### config.mk
export PLATFORM = sky130hd
export DESIGN_NAME = bit_serializer_flat
export DESIGN_NICKNAME = d
export VERILOG_FILES = /design/src/rtl/bit_serializer_if.sv /design/src/rtl/bit_serializer.sv /design/src/flat_wrapper.sv
export SDC_FILE = /design/constraint.sdc
export NUM_CORES = 1
export LEC_CHECK = 0
export BUFFER_PORTS_ARGS = -buffer_cell sky130_fd_sc_hd__clkbuf_2
export CORE_MARGIN = 2
export CORE_UTILIZATION = 45
export DETAILED_ROUTE_END_ITERATION = 12
export MAX_ROUTING_LAYER = met4
export PLACE_DENSITY = 0.66
export SYNTH_ARGS = -nofsm -noshare
export SYNTH_HDL_FRONTEND = slang
export SYNTH_SLANG_ARGS = --single-unit
### constraint.sdc
create_clock -name clk -period 1.5 [get_ports clk]
set_input_delay 0.075 -clock clk [delete_from_list [all_inputs] [get_ports clk]]
set_output_delay 0.075 -clock clk [all_outputs]
set_load 0.1 [all_outputs]
### src/rtl/bit_serializer_if.sv
// bit_serializer_if
//   Handshake and serial-stream bundle for bit_serializer.
//   Ports/signals:
//     in_data    - parallel word offered by the upstream source
//     in_valid   - in_data is valid
//     in_ready   - serializer can take a word this cycle
//     dout       - serial bit towards the sequence detector din
//     dout_valid - dout is valid (detector valid)
//     last_bit   - dout is the final bit of its word
//     busy       - shifter active or holding register occupied
//   Modports: master = upstream source view, slave = serializer view.
interface bit_serializer_if #(
    parameter int WIDTH = 8
) ();
    logic [WIDTH-1:0] in_data;
    logic             in_valid;
    logic             in_ready;
    logic             dout;
    logic             dout_valid;
    logic             last_bit;
    logic             busy;

    modport master (
        output in_data, in_valid,
        input  in_ready, dout, dout_valid, last_bit, busy
    );

    modport slave (
        input  in_data, in_valid,
        output in_ready, dout, dout_valid, last_bit, busy
    );
endinterface

### src/rtl/bit_serializer.sv
// bit_serializer
//   Parallel-to-serial feeder for the serial sequence-detector FSMs.
//   Words arrive over a valid/ready handshake into a one-word holding
//   register and are shifted out one bit per clock. Once a word enters the
//   shifter all of its bits go out on consecutive cycles (the detector has
//   no backpressure); a word waiting in the holding register is loaded on
//   the last bit's edge so consecutive words stream without a gap.
//   Parameters:
//     WIDTH     - parallel word width, 2..32
//     MSB_FIRST - 1: bit WIDTH-1 sent first, 0: bit 0 sent first
//   Ports:
//     clk      - clock, all logic on posedge
//     rst      - synchronous active-high reset
//     bus      - bit_serializer_if.slave (handshake + serial stream)
//     word_cnt - (only with SER_WCNT_EN defined) saturating 16-bit count
//                of fully emitted words
//   Optional feature macro: SER_WCNT_EN
module bit_serializer #(
    parameter int WIDTH     = 8,
    parameter bit MSB_FIRST = 1'b1
) (
    input  logic              clk,
    input  logic              rst,
    bit_serializer_if.slave   bus
`ifdef SER_WCNT_EN
    ,
    output logic [15:0]       word_cnt
`endif
);
    localparam int CNT_W = $clog2(WIDTH);
    localparam logic [CNT_W-1:0] LAST_CNT = CNT_W'(WIDTH - 1);

    typedef enum logic {
        IDLE,
        SHIFT
    } state_t;

    state_t           state;
    logic [WIDTH-1:0] sh;
    logic [WIDTH-1:0] hold;
    logic             hold_full;
    logic [CNT_W-1:0] cnt;

    logic at_last;
    logic shifter_free;
    logic load;
    logic accept;

    // The shifter can take a new word when idle or while its last bit is
    // on dout; loading on that edge is what keeps back-to-back words gapless.
    assign at_last      = (state == SHIFT) && (cnt == LAST_CNT);
    assign shifter_free = (state == IDLE) || at_last;
    assign load         = shifter_free && hold_full;

    // Ready only depends on the holding register and reset, so a held word
    // can never be overwritten.
    assign bus.in_ready = ~hold_full & ~rst;
    assign accept       = bus.in_valid & bus.in_ready;

    // Outputs are decoded purely from registered state.
    assign bus.dout_valid = (state == SHIFT);
    assign bus.dout       = MSB_FIRST ? sh[WIDTH-1] : sh[0];
    assign bus.last_bit   = at_last;
    assign bus.busy       = (state == SHIFT) | hold_full;

    // Main FSM: loads the shifter from hold, shifts one bit per clock and
    // manages the holding register. A same-edge accept refills hold while
    // its previous contents move into the shifter.
    always_ff @(posedge clk) begin
        if (rst) begin
            state     <= IDLE;
            cnt       <= '0;
            sh        <= '0;
            hold      <= '0;
            hold_full <= 1'b0;
        end else begin
            if (load) begin
                sh    <= hold;
                cnt   <= '0;
                state <= SHIFT;
            end else if (state == SHIFT) begin
                if (at_last) begin
                    state <= IDLE;
                end else begin
                    cnt <= cnt + 1'b1;
                    if (MSB_FIRST)
                        sh <= {sh[WIDTH-2:0], 1'b0};
                    else
                        sh <= {1'b0, sh[WIDTH-1:1]};
                end
            end

            if (accept) begin
                hold      <= bus.in_data;
                hold_full <= 1'b1;
            end else if (load) begin
                hold_full <= 1'b0;
            end
        end
    end

`ifdef SER_WCNT_EN
    // Counts words whose final bit has just been emitted; sticks at the
    // maximum rather than wrapping.
    always_ff @(posedge clk) begin
        if (rst) begin
            word_cnt <= '0;
        end else if (at_last && (word_cnt != 16'hFFFF)) begin
            word_cnt <= word_cnt + 16'd1;
        end
    end
`endif

endmodule

### src/flat_wrapper.sv
// flat-port wrapper written by rule: the top's interface ports become plain ports
module bit_serializer_flat 
#(
    parameter int WIDTH     = 8,
    parameter bit MSB_FIRST = 1'b1
)
  (clk, rst, bus_in_data, bus_in_valid, bus_in_ready, bus_dout, bus_dout_valid, bus_last_bit, bus_busy);
  bit_serializer_if #(.WIDTH(WIDTH)) bus_i ();
  input  logic clk;
  input  logic rst;
  input wire logic [$bits(bus_i.in_data)-1:0] bus_in_data;
  input wire logic [$bits(bus_i.in_valid)-1:0] bus_in_valid;
  output wire logic [$bits(bus_i.in_ready)-1:0] bus_in_ready;
  output wire logic [$bits(bus_i.dout)-1:0] bus_dout;
  output wire logic [$bits(bus_i.dout_valid)-1:0] bus_dout_valid;
  output wire logic [$bits(bus_i.last_bit)-1:0] bus_last_bit;
  output wire logic [$bits(bus_i.busy)-1:0] bus_busy;
  assign bus_i.in_data = bus_in_data;
  assign bus_i.in_valid = bus_in_valid;
  assign bus_in_ready = bus_i.in_ready;
  assign bus_dout = bus_i.dout;
  assign bus_dout_valid = bus_i.dout_valid;
  assign bus_last_bit = bus_i.last_bit;
  assign bus_busy = bus_i.busy;
  bit_serializer #(.WIDTH(WIDTH), .MSB_FIRST(MSB_FIRST)) u_core (.clk(clk), .rst(rst), .bus(bus_i));
endmodule
==> metrics.txt, run 1 <==
status completed; Antenna Cells 0; Initial Util 0.4629; R2R setup slack 0.19 ns; Post-Synthesis Cells 98; kind of critical path register to primary output; area grow syn2layout 28.13%; CP Launch Type register; DIE WIDTH 48.46 microns; total wire length 1674 microns; worst path arrival time 1.37 ns; Fill cells 179; CP max FO 12; worst slew pin tran 0.5361 ns; 1st-pass router iterations 4; CTS sink cnt 21; Yosys warnings 0; register area share after synthesis 0.4726; clk root buf clkbuf_4; Power Dens Cells 996.7 nW/um^2; layout net count 136; worst r2r path cells 5; H-tree depth 1; Relative slew margins 0.6441; Top Layer Used met4; Post-Syn Area 889.6 sq um; Max Freq 691.9 MHz; antenna violations before repair 0; worst path required time 1.42 ns; worst hold path class primary input to register; Syn Area/Cell a little over 9 sq um; Final Instance Area 1140 sq um; syn nets 111; area leader, netlist dfxtp_1; die area 2348 sq um; clock transition at the registers of the reported paths roughly 0.12 ns; max-slew violations 0; antenna-violating nets left 0; vias in the first global route 682; crit path to bus_busy; DP Cell Count 135; worst vdd ir 0.7875 mV; Final Critical Period 1.445 ns; CP startpoint u_core.hold_full$_SDFFE_PP0P_; Setup-failing EPs final 0; Metal-1 WL 773 microns; Area contributors post-synth dfxtp_1 47%, mux2i_1 9.0%, nand2_1 7.6%, a21oi_1 6.8%, a211oi_1 5.9%; metal2 WL 825 microns; Worst R2R Start u_core.cnt[0]$_SDFFE_PP0P_; worst clock skew 0.004939 ns; routed wl met3 68 microns; final hold violation count 0; # rows 16; Placer Congestion 0.7308; Reg2Reg Capture Point u_core.cnt[0]$_SDFFE_PP0P_; largest net degree at the start of global routing 23; area share of the largest cell type after synthesis 0.4726; Max Cap Viol 0; IO Pins 16; fin crit share 0.9636; first-pass GRT wire length just over 3000 microns; clk_lat worst skew 0.31 ns; post-placement cell area 984.7 sq um; Non-Filler Instances 149; layout cell share with drive strength beyond 1 0.2541; Clock Path Buffers 2; DP HPWL 1075 microns; drt wl/cell 11.23 microns; total grt overflow 0; synth unique cells 17; CP endpoint kind primary output; Via Count ~720; Iter 0 DRT Violations 7; leakage 0.4735 nW; CTS buffer count 3; drt drc 0; CTS tree built; Via density 4.852; Port-buffer cells 15; Seq cells post-synth 21; core box area 1922 sq um; GRT Util Overall 0.1744; die height 48.46 microns
-- layer usage --
| metal | global-route usage | vias up |
|---|---|---|
| met1 | 0.2126 | 326 |
| met5 | - | - |
| met3 | 0.06481 | 2 |
| met2 | 0.2824 | 16 |
| li1 | - | 379 |
| met4 | 0.02857 | 0 |
-- critical path: stages, from the launching register on --
cell     delay [ns]
dfxtp_4        0.37
buf_4          0.18
or2_2          0.33
buf_12         0.17
-- report_power, final --
| part | internal [mW] | switching (mW) |
|---|---|---|
| logic | 0.0989 | 0.149 |
| registers | 0.594 | 0.0217 |
| clock network | 0.0996 | 0.173 |
-- worst min path at each step --
stage / slack (ns) / endpoint / cells after the start / from
6_report: 0.17 / u_core.hold_full$_SDFFE_PP0P_ / 4 / bus_in_valid
5_1_grt: 0.19 / u_core.hold_full$_SDFFE_PP0P_ / 4 / bus_in_valid
4_1_cts: 0.16 / u_core.hold_full$_SDFFE_PP0P_ / 4 / bus_in_valid
3_5_place_dp: 0.30 / u_core.hold[4]$_SDFFE_PP0P_ / 3 / bus_in_data[4]
3_3_place_gp: 0.30 / u_core.hold[1]$_SDFFE_PP0P_ / 3 / bus_in_data[1]
2_1_floorplan: 0.15 / u_core.sh[4]$_SDFFE_PP0P_ / 1 / rst
-- through the flow --
step / setup TNS (ns) / setup WS (ns) / utilization / hold slack, ns / power (mW)
after floorplan: 0 / 0.07508 / - / 0.1478 / 0.8059
after global placement: 0 / 0.2042 / 0.5124 / 0.2974 / 0.8493
after detailed placement: 0 / 0.1516 / 0.5124 / 0.3046 / 0.8538
after CTS: 0 / 0.01472 / 0.5814 / 0.1561 / 1.147
after global routing: -0.0004061 / -0.0004061 / 0.5931 / 0.1891 / 1.202
final: 0 / 0.05467 / 0.5931 / 0.1682 / 1.136
-- cells in the mapped netlist, drive strengths merged --
cell type  instances
buf                6
dfxtp             21
mux2i              8
nor2b              2
clkbuf             2
nand3b             3
and2               1
nor2              11
ha                 2
a21oi             12
or2                1
nand2             18
a211oi             7
nand2b             3
nor3               1
-- placed cells by master (no fill, tap or decap), drive strengths merged --
master        n
nand3b        3
buf           7
nor2         11
nor2b         2
a211oi        7
a21oi        12
clkbuf       16
nand2b        3
or2           1
ha            2
nor3          1
and2          1
dlygate4sd3   8
dfxtp        21
clkinv        1
mux2i         8
nand2        18
-- state kept, by name (all words and copies together) (netlist names) --
signal and cells:
u_core.bus.dout_valid 1, u_core.cnt 3, u_core.hold 8, u_core.hold_full 1, u_core.sh 8
-- logic make-up (layout without fill, tap and decap cells) --
kind of cell / count (synthesis) / in the layout / synth area share
AOI/OAI and AO/OA: 19 / 19 / 0.1266
buffers and inverters: 8 / 32 / 0.08017
muxes: 8 / 8 / 0.09002
DFF: 21 / 21 / 0.4726
and+or+nand+nor: 40 / 40 / 0.2025
adders and majority gates: 2 / 2 / 0.02812
-- what timing repair did --
action                                  in CTS  in global routing
hold buffers                                 8                  0
gates resized for setup                      6                  3
endpoints found under the hold margin        8                  0
buffers inserted                             0                  2
endpoints found under the setup margin       2                  2
-- area by class of cell --
| cell class | instances | area [sq um] | area share |
|---|---|---|---|
| Clock buffer | 3 | 22.52 | 0.01976 |
| Clock inverter | 1 | 5.005 | 0.004391 |
| Multi-Input combinational cell | 69 | 405.4 | 0.3557 |
| Sequential cell | 21 | 426.7 | 0.3743 |
| Tap cell | 27 | 33.78 | 0.02964 |
| Timing Repair Buffer | 28 | 246.5 | 0.2162 |
Note: power is estimated with default switching activity, not from simulation.
==> run 2, diff against run 1 <==
PLACE_DENSITY = default   (was 0.66)
PLACE_DENSITY_LB_ADDON = 0.12   (was default)
==> run 2 against run 1 <==
Fmax is 2.6% higher; critical path depth is 1 higher; via count is 2.6% lower; power is 0.81% lower; register-to-register slack worse by 0.02 ns; setup slack better by 0.037 ns; non-clock buffer count is 1 lower; sequential share of layout area is 0.30 points higher; first-iteration DRC count is 43% lower; critical endpoint is now bus_last_bit; largest power group unchanged; highest routed layer unchanged.
==> metrics.txt, run 2 (synthesis results as in run 1) <==
status completed; drt wl/cell 10.80 microns (-3.9%); most common cell after layout, fill and taps aside nand2_1; worst hold path class primary input to register; post-route setup slack 0.09172 ns (+0.03705 ns); CP max FO 3 (-9); switching power 336.2 uW (-2.0%); drt drc 0 (unchanged); Setup-failing EPs final 0 (unchanged); leakage 0.4670 nW (-1.4%); final setup TNS 0 ns (unchanged); antenna-violating nets left 0 (unchanged); Sequential cell area 425.4 sq um (-0.29%); 1st-pass router iterations 3 (-1); vias in the first global route 708 (+3.8%); leading cell types in the layout, fill and taps excluded 18 x nand2_1, 17 x dfxtp_1, 12 x a21oi_1, 12 x clkbuf_2, 10 x nor2_1; logic gate share of total power 0.209 (-0.009); Via Count 704 (-2.6%); layout net count 135 (-0.74%); Final Instance Area 1127 sq um (-1.1%); post-placement cell area 992.2 sq um (+0.76%); Final Critical Period 1.408 ns (-0.03705 ns); clock transition at the registers of the reported paths 0.12 ns (about the same); Sequential Power Share 0.554 (+0.012); clk root buf clkbuf_4; first-pass GRT wire length 3042 microns (-0.91%); final hold violation count 0 (unchanged); kind of critical path register to primary output; antenna violations before repair 0 (unchanged); CTS tree built; worst path arrival time 1.33 ns (-0.04 ns); die height 48.46 microns (unchanged); max-slew violations 0 (unchanged); Setup Slack @ Placement 0.1590 ns (+0.007377 ns); worst clock skew 0.005652 ns (+0.0007124 ns); switching share of power 0.2984 (-0.003688); worst path required time 1.42 ns (about the same); Regs by FF count u_core.hold x8, u_core.sh x8, u_core.cnt x3; die area 2348 sq um (unchanged); Iter 0 DRT Violations 4 (-3); CP endpoint kind primary output; Initial Util 0.4629 (unchanged); DP HPWL 1107 microns (+3.0%); IO Pins 16 (unchanged); area occupied by multi-input gates 405.4 sq um (unchanged); CTS buffer count 3 (unchanged); Port-buffer cells 15 (unchanged); Relative slew margins 0.6427 (-0.001343); layout cell share with drive strength beyond 1 0.2562 (+0.002100); Util after Layout 0.5866 (-0.006510); total wire length 1598 microns (-4.5%); core box area 1922 sq um (unchanged); Power Dens Cells 999.5 nW/um^2 (+0.29%); Max Cap Viol 0 (unchanged); RSZ-0062 raised after global routing false; Clock Path Buffers 2 (unchanged); CTS sink cnt 21 (unchanged); H-tree depth 1 (unchanged); DIE WIDTH 48.46 microns (unchanged); Fill cells 192 (+7.3%); area grow syn2layout 26.72%; Via density 4.757 (-2.0%); clk_lat worst skew 0.30 ns (about the same); total grt overflow 0 (unchanged); Antenna Cells 0 (unchanged); Placer Congestion 0.7129 (-2.4%); largest net degree at the start of global routing 23 (unchanged); internal power 790.6 uW (-0.29%); clock power share 0.237 (-0.003); worst slew pin tran 0.5382 ns (+0.002022 ns); fin crit share 0.9389 (-0.02470); # rows 16 (unchanged); worst vdd ir 0.6246 mV (-21%); CP Launch Type register; GRT Util Overall 0.1686 (-0.005771); Max Freq 710.1 MHz (+2.6%)
-- run 2: changes by cell type in the layout (fill, tap and decap cells not counted), sizes merged --
| cell | change |
|---|---|
| buf | -1 |
-- run 2: timing repair --
| action | 4_1_cts | 5_1_grt |
|---|---|---|
| pin swaps | 0 | 0 |
| hold buffers | 8 | 0 |
| buffers inserted | 0 | 1 |
| endpoints found under the hold margin | 8 | 0 |
| endpoints found under the setup margin | 1 | 4 |
| resized for setup | 3 | 5 |
-- run 2: critical path, stage by stage (launching register included) --
cell and delay, ns:
dfxtp_2 0.34, ha_1 0.19, ha_2 0.18, and2_4 0.14, clkbuf_16 0.19
-- run 2: layout make-up --
type / instances / area share
Sequential cell: 21 / 0.3774
Multi-Input combinational cell: 69 / 0.3596
Timing Repair Buffer: 27 / 0.2087
Tap cell: 27 / 0.02997
Clock buffer: 3 / 0.01998
Clock inverter: 1 / 0.004440
-- run 2: final timing paths --
path                               startpoint                     endpoint  slack, ns  cells after the start
hold / removal                   bus_in_valid  u_core.hold[7]$_SDFFE_PP0P_       0.19                      4
hold reg to reg   u_core.hold[2]$_SDFFE_PP0P_  u_core.hold[2]$_SDFFE_PP0P_       0.46                      2
setup / recovery   u_core.cnt[0]$_SDFFE_PP0P_                 bus_last_bit       0.09                      4
setup reg to reg   u_core.cnt[1]$_SDFFE_PP0P_    u_core.sh[5]$_SDFFE_PP0P_       0.17                      6
-- run 2: layer usage --
| layer | vias to the layer above | global-route usage | part of all wire |
|---|---|---|---|
| met5 | - | - | 0 |
| met2 | 12 | 0.2824 | 0.48 |
| met1 | 315 | 0.2055 | 0.48 |
| met3 | 2 | 0.03086 | 0.031 |
| li1 | 375 | - | - |
| met4 | 0 | 0.05714 | 0.0056 |
-- run 2: stage by stage --
step                      power (mW)  instances  hold slack [ns]
after global routing           1.196        148           0.2176
final                          1.127        148           0.1900
after detailed placement      0.8575        136           0.3042
after global placement        0.8531        136           0.2982
after floorplan               0.8059         98           0.1478
after CTS                      1.141        148           0.1799
-- run 2: power by group through the flow --
stage	logic, mW	clock network (mW)	registers, mW
final	0.235	0.267	0.624
after floorplan	0.153	0	0.653
after CTS	0.245	0.279	0.617
after detailed placement	0.228	0	0.629
after global routing	0.258	0.307	0.631
after global placement	0.224	0	0.629
==> run 3, diff against run 2 <==
CORE_MARGIN = 5   (was 2)
RECOVER_POWER = 25   (was default)
==> run 3 against run 2 <==
Via count grew 2.7%; sequential share of layout area shrank 0.082 points; setup slack lost 0.0054 ns; flip-flop and latch count is the same; register-to-register slack gained 0.02 ns; hold slack gained 0.035 ns; global-route usage shrank 3.6 points; first-iteration DRC count grew 25%; cell area shrank 0.67%; clock power is essentially flat; critical endpoint unchanged.
==> metrics.txt, run 3 (synthesis results as in run 1) <==
antenna-violating nets left 0 (unchanged); final hold violation count 0 (unchanged); Placer Congestion 0.7303 (+2.4%); Initial Util 0.4629 (unchanged); Via density 4.852 (+2.0%); post-route setup slack 0.08629 ns (-0.005426 ns); status completed; # rows 16 (unchanged); leading cell types in the layout, fill and taps excluded 20 x dfxtp_1, 18 x nand2_1, 13 x clkbuf_2; Relative slew margins 0.6406 (-0.002115); 1st-pass router iterations 2 (-1); Power Dens Cells 1005 nW/um^2 (+0.58%); CTS sink cnt 21 (unchanged); first-pass GRT wire length 2684 microns (-12%); GRT Util Overall 0.1326 (-0.03599); Max Cap Viol 0 (unchanged); Setup Slack @ Placement 0.1576 ns (-0.001378 ns); DP Cell Count 137 (+0.74%); worst vdd ir 0.6131 mV (-1.8%); most common cell after layout, fill and taps aside dfxtp_1; Fill cells 186 (-3.1%); clock transition at the registers of the reported paths 0.12 ns (about the same); Port-buffer cells 15 (unchanged); CP endpoint kind primary output; CP max FO 3 (unchanged); worst path arrival time 1.34 ns (about the same); switching share of power 0.3016 (+0.003157); CTS tree built; CP Launch Type register; clk root buf clkbuf_4; drt wl/cell 10.99 microns (+1.8%); RSZ-0062 raised after global routing false; DP HPWL 1116 microns (+0.86%); area grow syn2layout 25.88%; kind of critical path register to primary output; Non-Filler Instances 149 (+0.68%); IO Pins 16 (unchanged); worst path required time 1.42 ns (about the same); H-tree depth 1 (unchanged); internal power 786.3 uW (-0.54%); worst clock skew 0.003863 ns (-0.001789 ns); logic gate share of total power 0.211 (+0.002); Antenna Cells 0 (unchanged); Iter 0 DRT Violations 5 (+1); layout net count 136 (+0.74%); Clock Path Buffers 2 (unchanged); vias in the first global route 597 (-16%); CTS buffer count 3 (unchanged); Util after Layout 0.5827 (-0.003907); DIE WIDTH 54.46 microns (+12%); switching power 339.5 uW (+0.96%); Final Critical Period 1.414 ns (+0.005426 ns); die area 2966 sq um (+26%); drt drc 0 (unchanged); worst hold path class primary input to register; antenna violations before repair 0 (unchanged); Pwr Total 1.126 mW (about the same); total wire length 1638 microns (+2.5%); Sequential Power Share 0.549 (-0.005); Max Freq 707.4 MHz (-0.38%); final setup TNS 0 ns (unchanged); max-slew violations 0 (unchanged); clk_lat worst skew 0.30 ns (about the same); clock power share 0.240 (+0.003); die height 54.46 microns (+12%); core box area 1922 sq um (unchanged); worst slew pin tran 0.5414 ns (+0.003186 ns); largest net degree at the start of global routing 22 (-4.3%); fin crit share 0.9425 (+0.003617); total grt overflow 0 (unchanged); Via Count 723 (+2.7%); Regs by FF count u_core.hold x8, u_core.sh x8, u_core.cnt x3; layout cell share with drive strength beyond 1 0.2377 (-0.01849); Setup-failing EPs final 0 (unchanged); leakage 0.4673 nW (about the same)
-- run 3: power by group through the flow --
stage	sequential, mW	clock [mW]	combinational [mW]
2_1_floorplan	0.653	0	0.153
4_1_cts	0.618	0.285	0.238
3_5_place_dp	0.630	0	0.222
5_1_grt	0.623	0.302	0.259
3_3_place_gp	0.631	0	0.217
6_report	0.618	0.270	0.238
-- run 3: area by class of cell --
| class | instances | area, sq um | share of cell area |
|---|---|---|---|
| Multi-Input combinational cell | 69 | 405.4 | 0.3620 |
| Tap cell | 27 | 33.78 | 0.03017 |
| Sequential cell | 21 | 421.7 | 0.3765 |
| Timing Repair Buffer | 28 | 231.5 | 0.2067 |
| Clock inverter | 1 | 5.005 | 0.004469 |
| Clock buffer | 3 | 22.52 | 0.02011 |
-- run 3: final timing paths --
| check | startpoint | end | slack [ns] | cells past startpoint |
|---|---|---|---|---|
| max | u_core.cnt[0]$_SDFFE_PP0P_ | bus_last_bit | 0.09 | 4 |
| min | rst | u_core.hold_full$_SDFFE_PP0P_ | 0.22 | 3 |
| max reg2reg | u_core.cnt[1]$_SDFFE_PP0P_ | u_core.sh[1]$_SDFFE_PP0P_ | 0.19 | 6 |
| min reg2reg | u_core.hold[1]$_SDFFE_PP0P_ | u_core.hold[1]$_SDFFE_PP0P_ | 0.46 | 2 |
-- run 3: through the flow --
stage | cell area, sq um | hold WS, ns
global placement | 984.7 | 0.2978
CTS | 1112 | 0.2123
finish | 1120 | 0.2248
floorplan | 894.6 | 0.1478
global route | 1120 | 0.2235
detailed placement | 984.7 | 0.3050
-- run 3: metal layers --
layer	GRT usage	vias up	routed length, microns
li1	-	379	-
met5	-	-	0
met1	0.1744	326	801
met3	0.03270	4	74
met4	0.07469	0	16
met2	0.1833	14	746
-- run 3: what timing repair did --
item / CTS / global route
buffers inserted: 0 / 0
endpoints found under the hold margin: 8 / 0
resized for setup: 3 / 4
hold buffers: 8 / 0
setup endpoints to repair: 1 / 2
-- run 3: worst max-delay path, cell delays in order, from the launching register on --
cell and delay [ns]:
dfxtp_2 0.34, ha_1 0.19, ha_2 0.18, and2_4 0.14, clkbuf_16 0.19
